`src/rtl/solver_pkg.sv`:
```
// Shared widths for the clause-side blocks of the MCMC constraint solver.
// Everything downstream derives its port and field sizes from these constants.
package solver_pkg;

    localparam int MAXIMUM_BIT_WIDTH_OF_INTEGER_VARIABLE_INDEX = 1;
    localparam int MAXIMUM_BIT_WIDTH_OF_BOOLEAN_VARIABLE_INDEX = 1;
    localparam int MAXIMUM_BIT_WIDTH_OF_INTEGER_COEFFICIENT    = 4;
    localparam int MAXIMUM_BIT_WIDTH_OF_BOOLEAN_COEFFICIENT    = 2;

    // Slot counts per clause and per-slot field widths
    localparam int NI = 1 << MAXIMUM_BIT_WIDTH_OF_INTEGER_VARIABLE_INDEX;
    localparam int NB = 1 << MAXIMUM_BIT_WIDTH_OF_BOOLEAN_VARIABLE_INDEX;
    localparam int WI = MAXIMUM_BIT_WIDTH_OF_INTEGER_COEFFICIENT;
    localparam int WB = MAXIMUM_BIT_WIDTH_OF_BOOLEAN_COEFFICIENT;

    // One extra bit so a count of every slot (NI or NB) still fits
    localparam int CI = MAXIMUM_BIT_WIDTH_OF_INTEGER_VARIABLE_INDEX + 1;
    localparam int CB = MAXIMUM_BIT_WIDTH_OF_BOOLEAN_VARIABLE_INDEX + 1;

endpackage

```
`src/rtl/variables_detector_if.sv`:
```
// Clause-coefficient request and variable-presence result between clause fetch and
// variable selection.
// Handshake: a request is taken on every rising edge where in_valid=1 (no ready, no
// backpressure); out_valid pulses for one cycle exactly one edge later, and the result
// fields hold their last value while out_valid=0.
interface variables_detector_if;
    import solver_pkg::*;

    logic               in_valid;
    logic [NI*WI-1:0]   in_integer_coefficients;
    logic [NB*WB-1:0]   in_boolean_coefficients;
    logic               out_valid;
    logic [NI-1:0]      out_integer_variables;
    logic [NB-1:0]      out_boolean_variables;
    logic [CI-1:0]      out_integer_count;
    logic [CB-1:0]      out_boolean_count;

    modport master (
        output in_valid,
        output in_integer_coefficients,
        output in_boolean_coefficients,
        input  out_valid,
        input  out_integer_variables,
        input  out_boolean_variables,
        input  out_integer_count,
        input  out_boolean_count
    );

    modport slave (
        input  in_valid,
        input  in_integer_coefficients,
        input  in_boolean_coefficients,
        output out_valid,
        output out_integer_variables,
        output out_boolean_variables,
        output out_integer_count,
        output out_boolean_count
    );

endinterface

```
`src/rtl/field_nonzero_detector.sv`:
```
// Combinational mask of which of N packed W-bit fields are non-zero.
// Pure OR-reduction: sign and encoding of a field are deliberately ignored.
module field_nonzero_detector #(
    parameter int N = 2,
    parameter int W = 4
) (
    input  logic [N*W-1:0] in_fields,
    output logic [N-1:0]   out_mask
);

    genvar g;
    generate
        for (g = 0; g < N; g++) begin : g_slot
            assign out_mask[g] = |in_fields[g*W +: W];
        end
    endgenerate

endmodule

```
`src/rtl/variables_detector.sv`:
```
// Flags which integer and boolean variables appear in one clause, with their counts,
// registered one cycle behind the valid-tagged coefficient input.
module variables_detector
    import solver_pkg::*;
(
    input  logic               in_clk,
    input  logic               in_reset,
    variables_detector_if.slave vd
);

    logic [NI-1:0] w_integer_mask;
    logic [NB-1:0] w_boolean_mask;
    logic [CI-1:0] w_integer_count;
    logic [CB-1:0] w_boolean_count;

    logic          r_valid;
    logic [NI-1:0] r_integer_variables;
    logic [NB-1:0] r_boolean_variables;
    logic [CI-1:0] r_integer_count;
    logic [CB-1:0] r_boolean_count;

    field_nonzero_detector #(
        .N (NI),
        .W (WI)
    ) u_integer_detector (
        .in_fields (vd.in_integer_coefficients),
        .out_mask  (w_integer_mask)
    );

    // Reserved literal 2'b10 is reported as present: no decode, only OR-reduction
    field_nonzero_detector #(
        .N (NB),
        .W (WB)
    ) u_boolean_detector (
        .in_fields (vd.in_boolean_coefficients),
        .out_mask  (w_boolean_mask)
    );

    always_comb begin
        w_integer_count = '0;
        for (int i = 0; i < NI; i++) begin
            w_integer_count = w_integer_count + CI'(w_integer_mask[i]);
        end
    end

    always_comb begin
        w_boolean_count = '0;
        for (int j = 0; j < NB; j++) begin
            w_boolean_count = w_boolean_count + CB'(w_boolean_mask[j]);
        end
    end

    // Masks and counts update together, so counts always match the vectors beside them
    always_ff @(posedge in_clk) begin
        if (in_reset) begin
            r_valid             <= 1'b0;
            r_integer_variables <= '0;
            r_boolean_variables <= '0;
            r_integer_count     <= '0;
            r_boolean_count     <= '0;
        end else begin
            r_valid <= vd.in_valid;
            if (vd.in_valid) begin
                r_integer_variables <= w_integer_mask;
                r_boolean_variables <= w_boolean_mask;
                r_integer_count     <= w_integer_count;
                r_boolean_count     <= w_boolean_count;
            end
        end
    end

    assign vd.out_valid             = r_valid;
    assign vd.out_integer_variables = r_integer_variables;
    assign vd.out_boolean_variables = r_boolean_variables;
    assign vd.out_integer_count     = r_integer_count;
    assign vd.out_boolean_count     = r_boolean_count;

endmodule

```
`src/flat_wrapper.sv`:
```
// flat-port wrapper written by rule: the top's interface ports become plain ports
module variables_detector_flat import solver_pkg::*;
  (in_clk, in_reset, vd_in_valid, vd_in_integer_coefficients, vd_in_boolean_coefficients, vd_out_valid, vd_out_integer_variables, vd_out_boolean_variables, vd_out_integer_count, vd_out_boolean_count);
  variables_detector_if vd_i ();
  input  logic in_clk;
  input  logic in_reset;
  input wire logic [$bits(vd_i.in_valid)-1:0] vd_in_valid;
  input wire logic [$bits(vd_i.in_integer_coefficients)-1:0] vd_in_integer_coefficients;
  input wire logic [$bits(vd_i.in_boolean_coefficients)-1:0] vd_in_boolean_coefficients;
  output wire logic [$bits(vd_i.out_valid)-1:0] vd_out_valid;
  output wire logic [$bits(vd_i.out_integer_variables)-1:0] vd_out_integer_variables;
  output wire logic [$bits(vd_i.out_boolean_variables)-1:0] vd_out_boolean_variables;
  output wire logic [$bits(vd_i.out_integer_count)-1:0] vd_out_integer_count;
  output wire logic [$bits(vd_i.out_boolean_count)-1:0] vd_out_boolean_count;
  assign vd_i.in_valid = vd_in_valid;
  assign vd_i.in_integer_coefficients = vd_in_integer_coefficients;
  assign vd_i.in_boolean_coefficients = vd_in_boolean_coefficients;
  assign vd_out_valid = vd_i.out_valid;
  assign vd_out_integer_variables = vd_i.out_integer_variables;
  assign vd_out_boolean_variables = vd_i.out_boolean_variables;
  assign vd_out_integer_count = vd_i.out_integer_count;
  assign vd_out_boolean_count = vd_i.out_boolean_count;
  variables_detector u_core (.in_clk(in_clk), .in_reset(in_reset), .vd(vd_i));
endmodule
```
`config.mk`:
```
export PLATFORM = sky130hd
export DESIGN_NAME = variables_detector_flat
export DESIGN_NICKNAME = d
export VERILOG_FILES = /design/src/rtl/solver_pkg.sv /design/src/rtl/variables_detector_if.sv /design/src/rtl/field_nonzero_detector.sv /design/src/rtl/variables_detector.sv /design/src/flat_wrapper.sv
export SDC_FILE = /design/constraint.sdc
export NUM_CORES = 1
export LEC_CHECK = 0
export ABC_AREA = 1
export CAP_MARGIN = 20
export CORE_AREA = 2 2 39 41
export DETAILED_ROUTE_END_ITERATION = 8
export DIE_AREA = 0 0 41 43
export PLACE_DENSITY = 0.71
export SLEW_MARGIN = 20
export SYNTH_ARGS = -nofsm -noshare
export SYNTH_HDL_FRONTEND = slang
export SYNTH_SLANG_ARGS = --single-unit
```
`constraint.sdc`:
```
create_clock -name in_clk -period 1.2 [get_ports in_clk]
set_clock_uncertainty 0.1 [all_clocks]
set_input_delay 0.12 -clock in_clk [delete_from_list [all_inputs] [get_ports in_clk]]
set_output_delay 0.12 -clock in_clk [all_outputs]
set_load 0.005 [all_outputs]
```
==> results.md, run 1 <==
- CTS tree: yes
- Reg-to-reg slack, setup: between 0.4 and 0.5 ns
- Outcome: finished clean
- Min Hold Slack: 0.378 ns
- Row count: 14
- CTS Buffer Depth: 2
- Clk sinks: 9
- YS warnings: 0
- First-pass GRT wire length: between 1000 and 1500 um
- Crit end category: register
- DP HPWL: ~690 um
- Largest net degree at the start of global routing: 9
- VDD IR max: approximately 0.00048 V
- Syn Nets: 68
- Die span in x: ~41 um
- Vias per cell: 4.23
- CP dominant cell by count: nor2_1
- Beginning of the worst hold path: u_core.vd.out_integer_count[1]$_SDFFE_PP0P_
- Most numerous cell in the Yosys netlist: nor2_1
- Initial drt markers: 2
- Initial antenna violation count: 0
- Final hold violation count: 0
- Max Cap Viol: 0
- H-tree Lvls: 1
- Slowest cell on the critical path: clkdlybuf4s50_1
- Die Height: 43 um
- Setup violators final: 0
- Worst r2r src: u_core.vd.out_integer_variables[0]$_SDFFE_PP0P_
- Worst Setup SP: vd_in_integer_coefficients[3]
- Number of flops mapped to enable cells by yosys: 0
- Synth area leaders: dfxtp_1, nor2_1, ha_1
- Final worst path period need: about 1.1 ns
- Startpoint Class: primary input
- Max_slew headroom: 0.879
- Buf/Inv on CP: 1
- Crit-path max FO: 2
- Cell Chain, Critical Path: clkdlybuf4s50_1 > nor2_2 > nand2_1 > ha_1 > nor2_1 > nor2_1
- Worst Reg-to-Reg Cells: 4
- Arrival @ worst endpoint: 1.17 ns
- Pwr Total: 715 uW
- CTS buffer count: 3
- Clk slew on worst S/H paths: 0.06 ns
- Core area: approximately 1400 sq um
- #FFs+latches synth: 9
- ANT cells: 0
- Top-area cell type share of the netlist area: 0.462
- Buffers on Ports: 23
- Sum of negative setup slack: 0 ns
- P_leak: 0.343 nW
- Slew Viols, Final: 0
- WL/cell: ~9.2 um
- Number of global-route vias before repair: 374
- Cell area after synthesis: 390 sq um
- Placer Congestion: 0.679
- Fin crit share: 0.931
- CP max stage delay: ~0.42 ns
- CTS Hold Buffers Added: 0
- TritonRoute pass-1 iters: 4
- Final Net Count: 102
- Die area: approximately 1800 sq um
- Cell variety after synth: 11
- Worst Hold Class: register to register
- Post-synthesis sequential area ratio: 0.462
- Layout area overhead: 81.1%
- Crit Path Category: primary input to register
- Fmax: roughly 0.90 GHz
- Main flop type after synthesis: dfxtp_1
- GRT Residual Overflow: 0
- WP data required: ~1.3 ns
- Mean area per synthesized cell: roughly 7.7 sq um
- WP depth: 6
- DRC errors left: 0
- Worst slew pin tran: 0.181 ns
- Clk Latency, worst-skew pair: 0.26 ns
- Share of cells above drive strength 1: 0.250
- Post-CTS setup buffer count: 0
- Synth cell count leaders: nor2_1, dfxtp_1, inv_1, nand2_1, o21ai_1
- Final ANT Viol Nets: 0
- Worst reg2reg endpoint: u_core.vd.out_integer_variables[0]$_SDFFE_PP0P_
- # fillers: 143
- CP delay by family, top: buffers and inverters
- Initial Util: 0.282
- Largest area contributor in the netlist: dfxtp_1
- FFs w/ async S/R, synth: 0
- PwrDens: 1010 nW/um^2
- Crit path to: u_core.vd.out_integer_count[0]$_SDFFE_PP0P_
- DR vias: 423
- IO Pins: 24
- Final core occ: 0.511
- Routed wire length: 918 um
- Clock Tree Root: clkbuf_4
- Cells after Synth: 51
- Overall routing resource usage: 0.118
-- layout by cell type (no fill, tap or decap) --
master / count
ha_1: 2
buf_4: 7
nand3_1: 2
clkbuf_1: 1
clkdlybuf4s50_1: 14
a21oi_2: 2
dlygate4sd2_1: 9
dfxtp_1: 5
nor2_1: 17
nand2_1: 4
dfxtp_2: 4
nor2_2: 2
o21ai_2: 2
clkbuf_4: 3
inv_2: 1
o21ai_1: 4
inv_1: 5
-- per-layer routing --
metal  up-vias  track usage  wire length, um
met5         -            0                0
met1       176        0.133              383
met4         0       0.0800               19
met2        18        0.163              410
met3         4       0.0628              105
li1        225            -                -
-- worst min path at each step --
stage | slack [ns] | cells past startpoint | to
final | 0.38 | 2 | u_core.vd.out_integer_count[1]$_SDFFE_PP0P_
after global routing | 0.41 | 2 | u_core.vd.out_boolean_count[0]$_SDFFE_PP0P_
after CTS | 0.38 | 2 | u_core.vd.out_integer_count[0]$_SDFFE_PP0P_
after detailed placement | 0.38 | 2 | u_core.vd.out_boolean_count[1]$_SDFFE_PP0P_
after global placement | 0.38 | 2 | u_core.vd.out_integer_count[1]$_SDFFE_PP0P_
after floorplan | 0.09 | 1 | u_core.vd.out_valid$_SDFF_PP0_
-- registers in the layout, indices dropped and copies added, names as in the netlist --
name	count
u_core.vd.out_boolean_variables	2
u_core.vd.out_valid	1
u_core.vd.out_integer_count	2
u_core.vd.out_integer_variables	2
u_core.vd.out_boolean_count	2
-- repair_timing --
item / CTS / global route
gates cloned: 0 / 0
resized for setup: 13 / 2
setup endpoints to repair: 9 / 1
-- metrics by stage --
step / instances / setup WS, ns / area, sq um
after floorplan: 51 / 0.256 / 390
after global placement: 96 / -0.169 / 682
after detailed placement: 96 / -0.198 / 682
after CTS: 100 / 0.0693 / 702
after global routing: 100 / -0.00465 / 707
final: 100 / 0.0832 / 707
-- worst reg2reg max path: stages, from the launching register on --
cell	delay, ns
dfxtp_1	0.31
nor2_1	0.10
nor2_1	0.05
nand2_1	0.06
inv_1	0.03
-- where the power goes --
part / switching (mW) / internal (mW)
clock network: 0.101 / 0.128
logic: 0.0566 / 0.0955
registers: 0.0108 / 0.323
total: 0.169 / 0.546
-- area by class of cell --
| cell class | count | area [sq um] | area share |
|---|---|---|---|
| well taps | 16 | 20.0 | 0.0283 |
| clock buffers | 4 | 26.3 | 0.0372 |
| flip-flops and latches | 9 | 185 | 0.262 |
| repair buffers | 30 | 272 | 0.384 |
| multi-input cells | 35 | 181 | 0.257 |
| inverters | 6 | 22.5 | 0.0319 |
-- cells by family after synthesis --
kind of cell | Yosys count | share of synthesized area
flops | 9 | 0.462
buf+inv | 7 | 0.0865
simple gates | 25 | 0.247
fa+ha+maj | 2 | 0.0641
compound gates | 8 | 0.141
Note: power is estimated with default switching activity, not from simulation.
==> run 2, diff against run 1 <==
--- a/config.mk
+++ b/config.mk
@@ -11,7 +11,6 @@
 export DETAILED_ROUTE_END_ITERATION = 8
 export DIE_AREA = 0 0 41 43
 export PLACE_DENSITY = 0.71
-export SLEW_MARGIN = 20
 export SYNTH_ARGS = -nofsm -noshare
 export SYNTH_HDL_FRONTEND = slang
 export SYNTH_SLANG_ARGS = --single-unit
==> results of run 2 <==
Same layout as run 1: the final DEF is identical, and so are final timing and power.
